**config.mk**
```make
export PLATFORM = sky130hd
export DESIGN_NAME = wb_master_bridge_flat
export DESIGN_NICKNAME = d
export VERILOG_FILES = /design/src/rtl/wb_pkg.sv /design/src/rtl/wb_bus.sv /design/src/rtl/wb_watchdog.sv /design/src/rtl/wb_master_bridge.sv /design/src/flat_wrapper.sv
export SDC_FILE = /design/constraint.sdc
export NUM_CORES = 1
export LEC_CHECK = 0
export ABC_AREA = 1
export BUFFER_PORTS_ARGS = -buffer_cell sky130_fd_sc_hd__buf_2
export CORE_UTILIZATION = 40
export CTS_BUF_LIST = sky130_fd_sc_hd__clkbuf_2
export CTS_CLUSTER_SIZE = 14
export DETAILED_ROUTE_END_ITERATION = 7
export GPL_TIMING_DRIVEN = 0
export PLACE_DENSITY = 0.72
export REMOVE_ABC_BUFFERS = 1
export SYNTH_ARGS = -nofsm -noshare
export SYNTH_HDL_FRONTEND = slang
export SYNTH_SLANG_ARGS = --single-unit
```
**constraint.sdc**
```tcl
create_clock -name clock -period 1.25 [get_ports clock]
set_input_delay 0 -clock clock [delete_from_list [all_inputs] [get_ports clock]]
set_output_delay 0 -clock clock [all_outputs]
set_load 0.01 [all_outputs]
```
**src/rtl/wb_pkg.sv**
```systemverilog
// Shared types and default widths for the Wishbone master bridge.
package wb_pkg;

    localparam int wb_addr_width     = 32;
    localparam int wb_data_width     = 32;
    localparam int wb_timeout_cycles = 16;

    typedef enum logic [1:0] {
        IDLE = 2'd0,
        BUS  = 2'd1,
        RESP = 2'd2
    } wb_state_t;

    typedef struct packed {
        logic [wb_data_width-1:0] data;
        logic                     err;
    } wb_resp_t;

endpackage

```
**src/rtl/wb_bus.sv**
```systemverilog
// Wishbone classic bus bundle; the bridge uses the Master modport.
interface WishboneBus #(
    parameter int addr_width   = 32,
    parameter int data_width   = 32,
    parameter int strobe_width = data_width / 8
);
    logic [addr_width-1:0]   adr;
    logic [data_width-1:0]   datwr;
    logic [data_width-1:0]   datrd;
    logic [strobe_width-1:0] sel;
    logic                    we;
    logic                    cyc;
    logic                    stb;
    logic                    ack;

    modport Master (output adr, datwr, sel, we, cyc, stb, input datrd, ack);
    modport Slave  (input adr, datwr, sel, we, cyc, stb, output datrd, ack);
endinterface

```
**src/rtl/wb_watchdog.sv**
```systemverilog
// Abort counter for unacknowledged Wishbone cycles (only built with WB_TIMEOUT_EN).
module wb_watchdog #(
    parameter int timeout_cycles = 16
) (
    input  logic clock,
    input  logic reset,
    input  logic start,
    input  logic active,
    input  logic ack,
    output logic expired
);
    localparam int cnt_width = $clog2(timeout_cycles + 1);

    logic [cnt_width-1:0] count;

    always_ff @(posedge clock) begin
        if (reset || start) begin
            count <= '0;
        end else if (active && !ack && count != cnt_width'(timeout_cycles)) begin
            count <= count + cnt_width'(1);
        end
    end

    // Fires in the last allowed stb cycle so stb is high for exactly timeout_cycles cycles.
    assign expired = active && (count == cnt_width'(timeout_cycles - 1));

endmodule

```
**src/rtl/wb_master_bridge.sv**
```systemverilog
// Valid/ready request/response to Wishbone classic master bridge, one outstanding transaction.
// Optional watchdog abort enabled by defining WB_TIMEOUT_EN.
module wb_master_bridge
    import wb_pkg::*;
#(
    parameter int addr_width     = wb_addr_width,
    parameter int data_width     = wb_data_width,
    parameter int strobe_width   = data_width / 8,
    parameter int timeout_cycles = wb_timeout_cycles
) (
    input  logic                    clock,
    input  logic                    reset,
    input  logic                    req_valid,
    output logic                    req_ready,
    input  logic                    req_we,
    input  logic [addr_width-1:0]   req_addr,
    input  logic [data_width-1:0]   req_data,
    input  logic [strobe_width-1:0] req_strobe,
    output logic                    resp_valid,
    input  logic                    resp_ready,
    output logic [data_width-1:0]   resp_data,
    output logic                    resp_err,
    output logic [1:0]              debug_state,
    WishboneBus.Master              wb
);
    // Handshakes: a transfer happens on a rising edge where valid and ready are both high;
    // valid and its payload are held stable until that edge.

    wb_state_t               state, state_next;
    logic [addr_width-1:0]   adr_q;
    logic [data_width-1:0]   datwr_q;
    logic [strobe_width-1:0] sel_q;
    logic                    we_q;
    logic                    bus_q;
    logic                    resp_valid_q;
    wb_resp_t                resp_q;
    logic                    accept, done, abort, expired;

`ifdef WB_TIMEOUT_EN
    wb_watchdog #(.timeout_cycles(timeout_cycles)) u_watchdog (
        .clock   (clock),
        .reset   (reset),
        .start   (accept),
        .active  (state == BUS),
        .ack     (wb.ack),
        .expired (expired)
    );
`else
    assign expired = 1'b0;
`endif

    always_comb begin
        state_next = state;
        req_ready  = 1'b0;
        accept     = 1'b0;
        done       = 1'b0;
        abort      = 1'b0;
        case (state)
            IDLE: begin
                req_ready = 1'b1;
                if (req_valid) begin
                    accept     = 1'b1;
                    state_next = BUS;
                end
            end
            BUS: begin
                // ack wins over a simultaneous abort.
                if (wb.ack) begin
                    done       = 1'b1;
                    state_next = RESP;
                end else if (expired) begin
                    abort      = 1'b1;
                    state_next = RESP;
                end
            end
            RESP: begin
                if (resp_ready) state_next = IDLE;
            end
            default: state_next = IDLE;
        endcase
    end

    always_ff @(posedge clock) begin
        if (reset) begin
            state        <= IDLE;
            adr_q        <= '0;
            datwr_q      <= '0;
            sel_q        <= '0;
            we_q         <= 1'b0;
            bus_q        <= 1'b0;
            resp_valid_q <= 1'b0;
            resp_q       <= '0;
        end else begin
            state <= state_next;
            if (accept) begin
                adr_q   <= req_addr;
                datwr_q <= req_data;
                sel_q   <= req_strobe;
                we_q    <= req_we;
                bus_q   <= 1'b1;
            end
            if (done || abort) begin
                bus_q        <= 1'b0;
                resp_valid_q <= 1'b1;
                resp_q.data  <= (done && !we_q) ? wb.datrd : '0;
                resp_q.err   <= abort;
            end
            if (state == RESP && resp_ready) begin
                resp_valid_q <= 1'b0;
            end
        end
    end

    assign wb.adr      = adr_q;
    assign wb.datwr    = datwr_q;
    assign wb.sel      = sel_q;
    assign wb.we       = we_q;
    assign wb.cyc      = bus_q;
    assign wb.stb      = bus_q;
    assign resp_valid  = resp_valid_q;
    assign resp_data   = resp_q.data;
    assign resp_err    = resp_q.err;
    assign debug_state = state;

endmodule

```
**src/flat_wrapper.sv**
```systemverilog
// flat-port wrapper written by rule: the top's interface ports become plain ports
module wb_master_bridge_flat import wb_pkg::*;
#(
    parameter int addr_width     = wb_addr_width,
    parameter int data_width     = wb_data_width,
    parameter int strobe_width   = data_width / 8,
    parameter int timeout_cycles = wb_timeout_cycles
)
  (clock, reset, req_valid, req_ready, req_we, req_addr, req_data, req_strobe, resp_valid, resp_ready, resp_data, resp_err, debug_state, wb_adr, wb_datwr, wb_sel, wb_we, wb_cyc, wb_stb, wb_datrd, wb_ack);
  WishboneBus #(.addr_width(addr_width), .data_width(data_width), .strobe_width(strobe_width)) wb_i ();
  input  logic clock;
  input  logic reset;
  input  logic req_valid;
  output logic req_ready;
  input  logic req_we;
  input  logic [addr_width-1:0] req_addr;
  input  logic [data_width-1:0] req_data;
  input  logic [strobe_width-1:0] req_strobe;
  output logic resp_valid;
  input  logic resp_ready;
  output logic [data_width-1:0] resp_data;
  output logic resp_err;
  output logic [1:0] debug_state;
  output wire logic [$bits(wb_i.adr)-1:0] wb_adr;
  output wire logic [$bits(wb_i.datwr)-1:0] wb_datwr;
  output wire logic [$bits(wb_i.sel)-1:0] wb_sel;
  output wire logic [$bits(wb_i.we)-1:0] wb_we;
  output wire logic [$bits(wb_i.cyc)-1:0] wb_cyc;
  output wire logic [$bits(wb_i.stb)-1:0] wb_stb;
  input wire logic [$bits(wb_i.datrd)-1:0] wb_datrd;
  input wire logic [$bits(wb_i.ack)-1:0] wb_ack;
  assign wb_adr = wb_i.adr;
  assign wb_datwr = wb_i.datwr;
  assign wb_sel = wb_i.sel;
  assign wb_we = wb_i.we;
  assign wb_cyc = wb_i.cyc;
  assign wb_stb = wb_i.stb;
  assign wb_i.datrd = wb_datrd;
  assign wb_i.ack = wb_ack;
  wb_master_bridge #(.addr_width(addr_width), .data_width(data_width), .strobe_width(strobe_width), .timeout_cycles(timeout_cycles)) u_core (.clock(clock), .reset(reset), .req_valid(req_valid), .req_ready(req_ready), .req_we(req_we), .req_addr(req_addr), .req_data(req_data), .req_strobe(req_strobe), .resp_valid(resp_valid), .resp_ready(resp_ready), .resp_data(resp_data), .resp_err(resp_err), .debug_state(debug_state), .wb(wb_i));
endmodule
```
==> results_dict.tcl <==
set metrics [dict create \
    critPathMostFrequentCell "buf_12" \
    synthXorXnorAreaFrac_pct 0 \
    hp-class "in -> reg" \
    drc 0 \
    muxShareOfSynthArea_pct 0 \
    synthAdderAreaFrac_pct 0 \
    dr.pass1.iters 5 \
    detail-route-antenna-nets 0 \
    synth_most_common_cell "nand2_1" \
    path_max_fanout 6 \
    yosys-top-cells-area "dfxtp_1 46%, nand3_1 11%, nand2_1 11%, inv_1 8.6%, nor2_1 8.3%" \
    post-route-period-util_pct 114.4 \
    cp_slowest_stage_delay_ps 430 \
    clkTransAtPathRegs_ps 290 \
    sw_frac_of_total_pct 31.86 \
    total_power_mw 7.737 \
    combPwrFrac_pct 30.9 \
    slew-limit-headroom_pct 54.82 \
    synth_top_family_by_area "simple AND/OR/NAND/NOR gates" \
    crit_arrival_ps 1920 \
    dp_cells 986 \
    start_kind "flop" \
    async_flop_share_pct 0 \
    skew_ps 40.14 \
    syn_area_um2 4608 \
    leakage_nw 4.480 \
    cap_violations 0 \
    postSynthAreaPerCell_um2 6.747 \
    final_cell_area_um2 7988 \
    synth.distinct_cells 15 \
    antenna_found_initial 0 \
    yosysTopAreaCellShare_pct 45.61 \
    seqPwrFrac_pct 48.5 \
    crit_family "buffers and inverters" \
    gp_congestion 0.7389 \
    area.growth.synth_to_final_pct 73.34 \
    ios 214 \
    cp.depth 7 \
    grt_max_degree 80 \
    portBuffers 212 \
    tightest_slew_ps 677.8 \
    cts.sinks 105 \
    die_area_um2 11950 \
    netlist_instances 683 \
    cts_tree "done" \
    final_cells 1167 \
    period_needed_ps 1430 \
    place_area_um2 5680 \
    die_x_um 109.3 \
    p_per_area_nw_per_um2 968.6 \
    clockBufferDepth 2 \
    cts_made_buffers 9 \
    synth_seq_cells 105 \
    max_freq_ghz 0.6992 \
    nets 1129 \
    reg2reg_slack_ps -180 \
    synth-compound-area-share_pct 7.928 \
    clockRootBuffer "clkbuf_2" \
    vdd_drop_max_mv 0.7035 \
    grt_pass1_vias 5206 \
    ys_seq_area_share_pct 45.61 \
    power_switching_mw 2.465 \
    clock_power_share_pct 20.6 \
    synth.yosys.warnings 0 \
    wl_mm 18.81 \
    overflow 0 \
    status "complete, but fails checks" \
    cp_num_buf_inv 4 \
    critPathKind "reg -> reg" \
    synth_simple_gate_area_share_pct 31.66 \
    setup_viol 95 \
    rows 38 \
    end_kind "flop" \
    hold_violations 0 \
    dpl_worst_slack_ps -635.4 \
    yosysTopAreaCell "dfxtp_1" \
    core_area_um2 11030 \
    gr-usage-all-layers_pct 26.23 \
    required_ps 1740 \
    dr.first_iter.drc_count 494 \
    synth_common_cells "136 x nand2_1, 105 x dfxtp_1, 105 x inv_1" \
    reg2reg_depth 7 \
    dr_total_vias 5822 \
    dp_hpwl_mm 7.707 \
    slew_violations 0 \
    grt_pass1_wl_mm 24.41 \
    clk_latency_ps 570 \
    slowest_stage "dfxtp_4" \
    synth_edf_count 0 \
    htreeDepth 3 \
    ys.flop_type "dfxtp_1" \
    crit_chain "nor2_4 -> buf_12 -> buf_4 -> buf_12 -> clkbuf_16 -> a21oi_1 -> nor2_1" \
    fp.dieH_um 109.3 \
    rsz0062_at_grt "yes" \
    start_util_pct 41.78 \
    wl_per_cell_um 16.12 \
    drive_gt1_share_pct 34.66 \
    via_per_inst 4.989 \
    setup_ws_ps -180.2 \
    n_antenna_cell 0 \
    internal_power_mw 5.272 \
    hold_depth 4 \
    utilization_pct 72.41 \
    violations "negative setup slack" \
]
==> worst register-to-register path: stages, from the launching register on <==
cell	delay (ps)
dfxtp_4	430
nor2_4	150
buf_12	120
buf_4	130
buf_12	150
clkbuf_16	150
a21oi_1	60
nor2_1	160
==> cell usage in the layout, fill, tap and decap left out, types with 2 or more instances in the layout <==
cell type,n
buf_2,208
dlygate4sd3_1,123
inv_1,103
nor2_1,101
dfxtp_1,100
nand2_1,90
nand3_1,84
a21oi_1,67
nand2_2,34
nand3_2,17
buf_6,13
buf_4,13
nand2_4,12
clkbuf_2,12
clkbuf_16,7
a21oi_2,6
buf_12,6
nor2_4,4
nand3_4,4
buf_16,3
buf_8,3
dfxtp_4,3
clkinvlp_4,2
nand3b_1,2
nor2_2,2
bufbuf_16,2
dfxtp_2,2
==> path summary, 6_finish.rpt <==
path / endpoint / from
worst max-delay path: u_core.wb.datwr[14] / u_core.debug_state[0]
worst min-delay path: u_core.debug_state[1] / resp_ready
worst max register to register: u_core.wb.datwr[14] / u_core.debug_state[0]
worst min register to register: u_core.resp_data[22] / u_core.resp_data[22]
==> layer usage <==
metal	GRT usage, %	up-vias	part of all wire (%)
met5	0	-	0
li1	-	2773	-
met1	28.54	2674	37
met3	6.698	65	8.9
met2	48.25	310	50
met4	10.57	0	3.9
==> state kept, by name, summed over array words and instances (netlist names) <==
| register | flops |
|---|---|
| u_core.debug_state | 2 |
| u_core.resp_data | 32 |
| u_core.resp_valid | 1 |
| u_core.wb.adr | 32 |
| u_core.wb.cyc | 1 |
| u_core.wb.datwr | 32 |
| u_core.wb.sel | 4 |
| u_core.wb.we | 1 |
==> metrics by stage <==
| stage | TNS (ps) | hold slack (ps) |
|---|---|---|
| 3_5_place_dp | -39620 | 295.3 |
| 3_3_place_gp | -200020 | 296.2 |
| 4_1_cts | -4816 | 142.7 |
| 6_report | -8159 | 198.1 |
| 5_1_grt | -13110 | 153.1 |
| 2_1_floorplan | -95220 | 69.07 |
==> power groups by stage <==
| stage | sequential [mW] | combinational [mW] | clock (mW) |
|---|---|---|---|
| 2_1_floorplan | 3.92 | 0.640 | 0 |
| 6_report | 3.75 | 2.39 | 1.59 |
| 3_3_place_gp | 3.78 | 1.41 | 0 |
| 5_1_grt | 3.78 | 2.57 | 1.76 |
| 3_5_place_dp | 3.80 | 1.45 | 0 |
| 4_1_cts | 3.74 | 1.97 | 1.61 |
==> repair_timing <==
| action | in CTS | in global routing |
|---|---|---|
| pin swaps | 4 | 13 |
| hold endpoints to repair | 105 | 0 |
| hold buffers | 123 | 0 |
| setup endpoints to repair | 108 | 109 |
| resized for setup | 22 | 101 |
| gates cloned | 7 | 12 |
| setup buffers | 19 | 5 |
==> cell families after synthesis <==
group | count (synthesis)
other | 1
and+or+nand+nor | 345
buffers and inverters | 159
AOI/OAI and AO/OA | 73
DFF | 105
==> area by class of cell <==
type | count | area [um2]
fillers | 748 | 3043
well taps | 140 | 175.2
clock inverters | 3 | 42.54
multi-input cells | 424 | 2190
inverters | 105 | 400.4
flip-flops and latches | 105 | 2116
repair buffers | 378 | 3004
clock buffers | 12 | 60.06
Note: power is estimated with default switching activity, not from simulation.
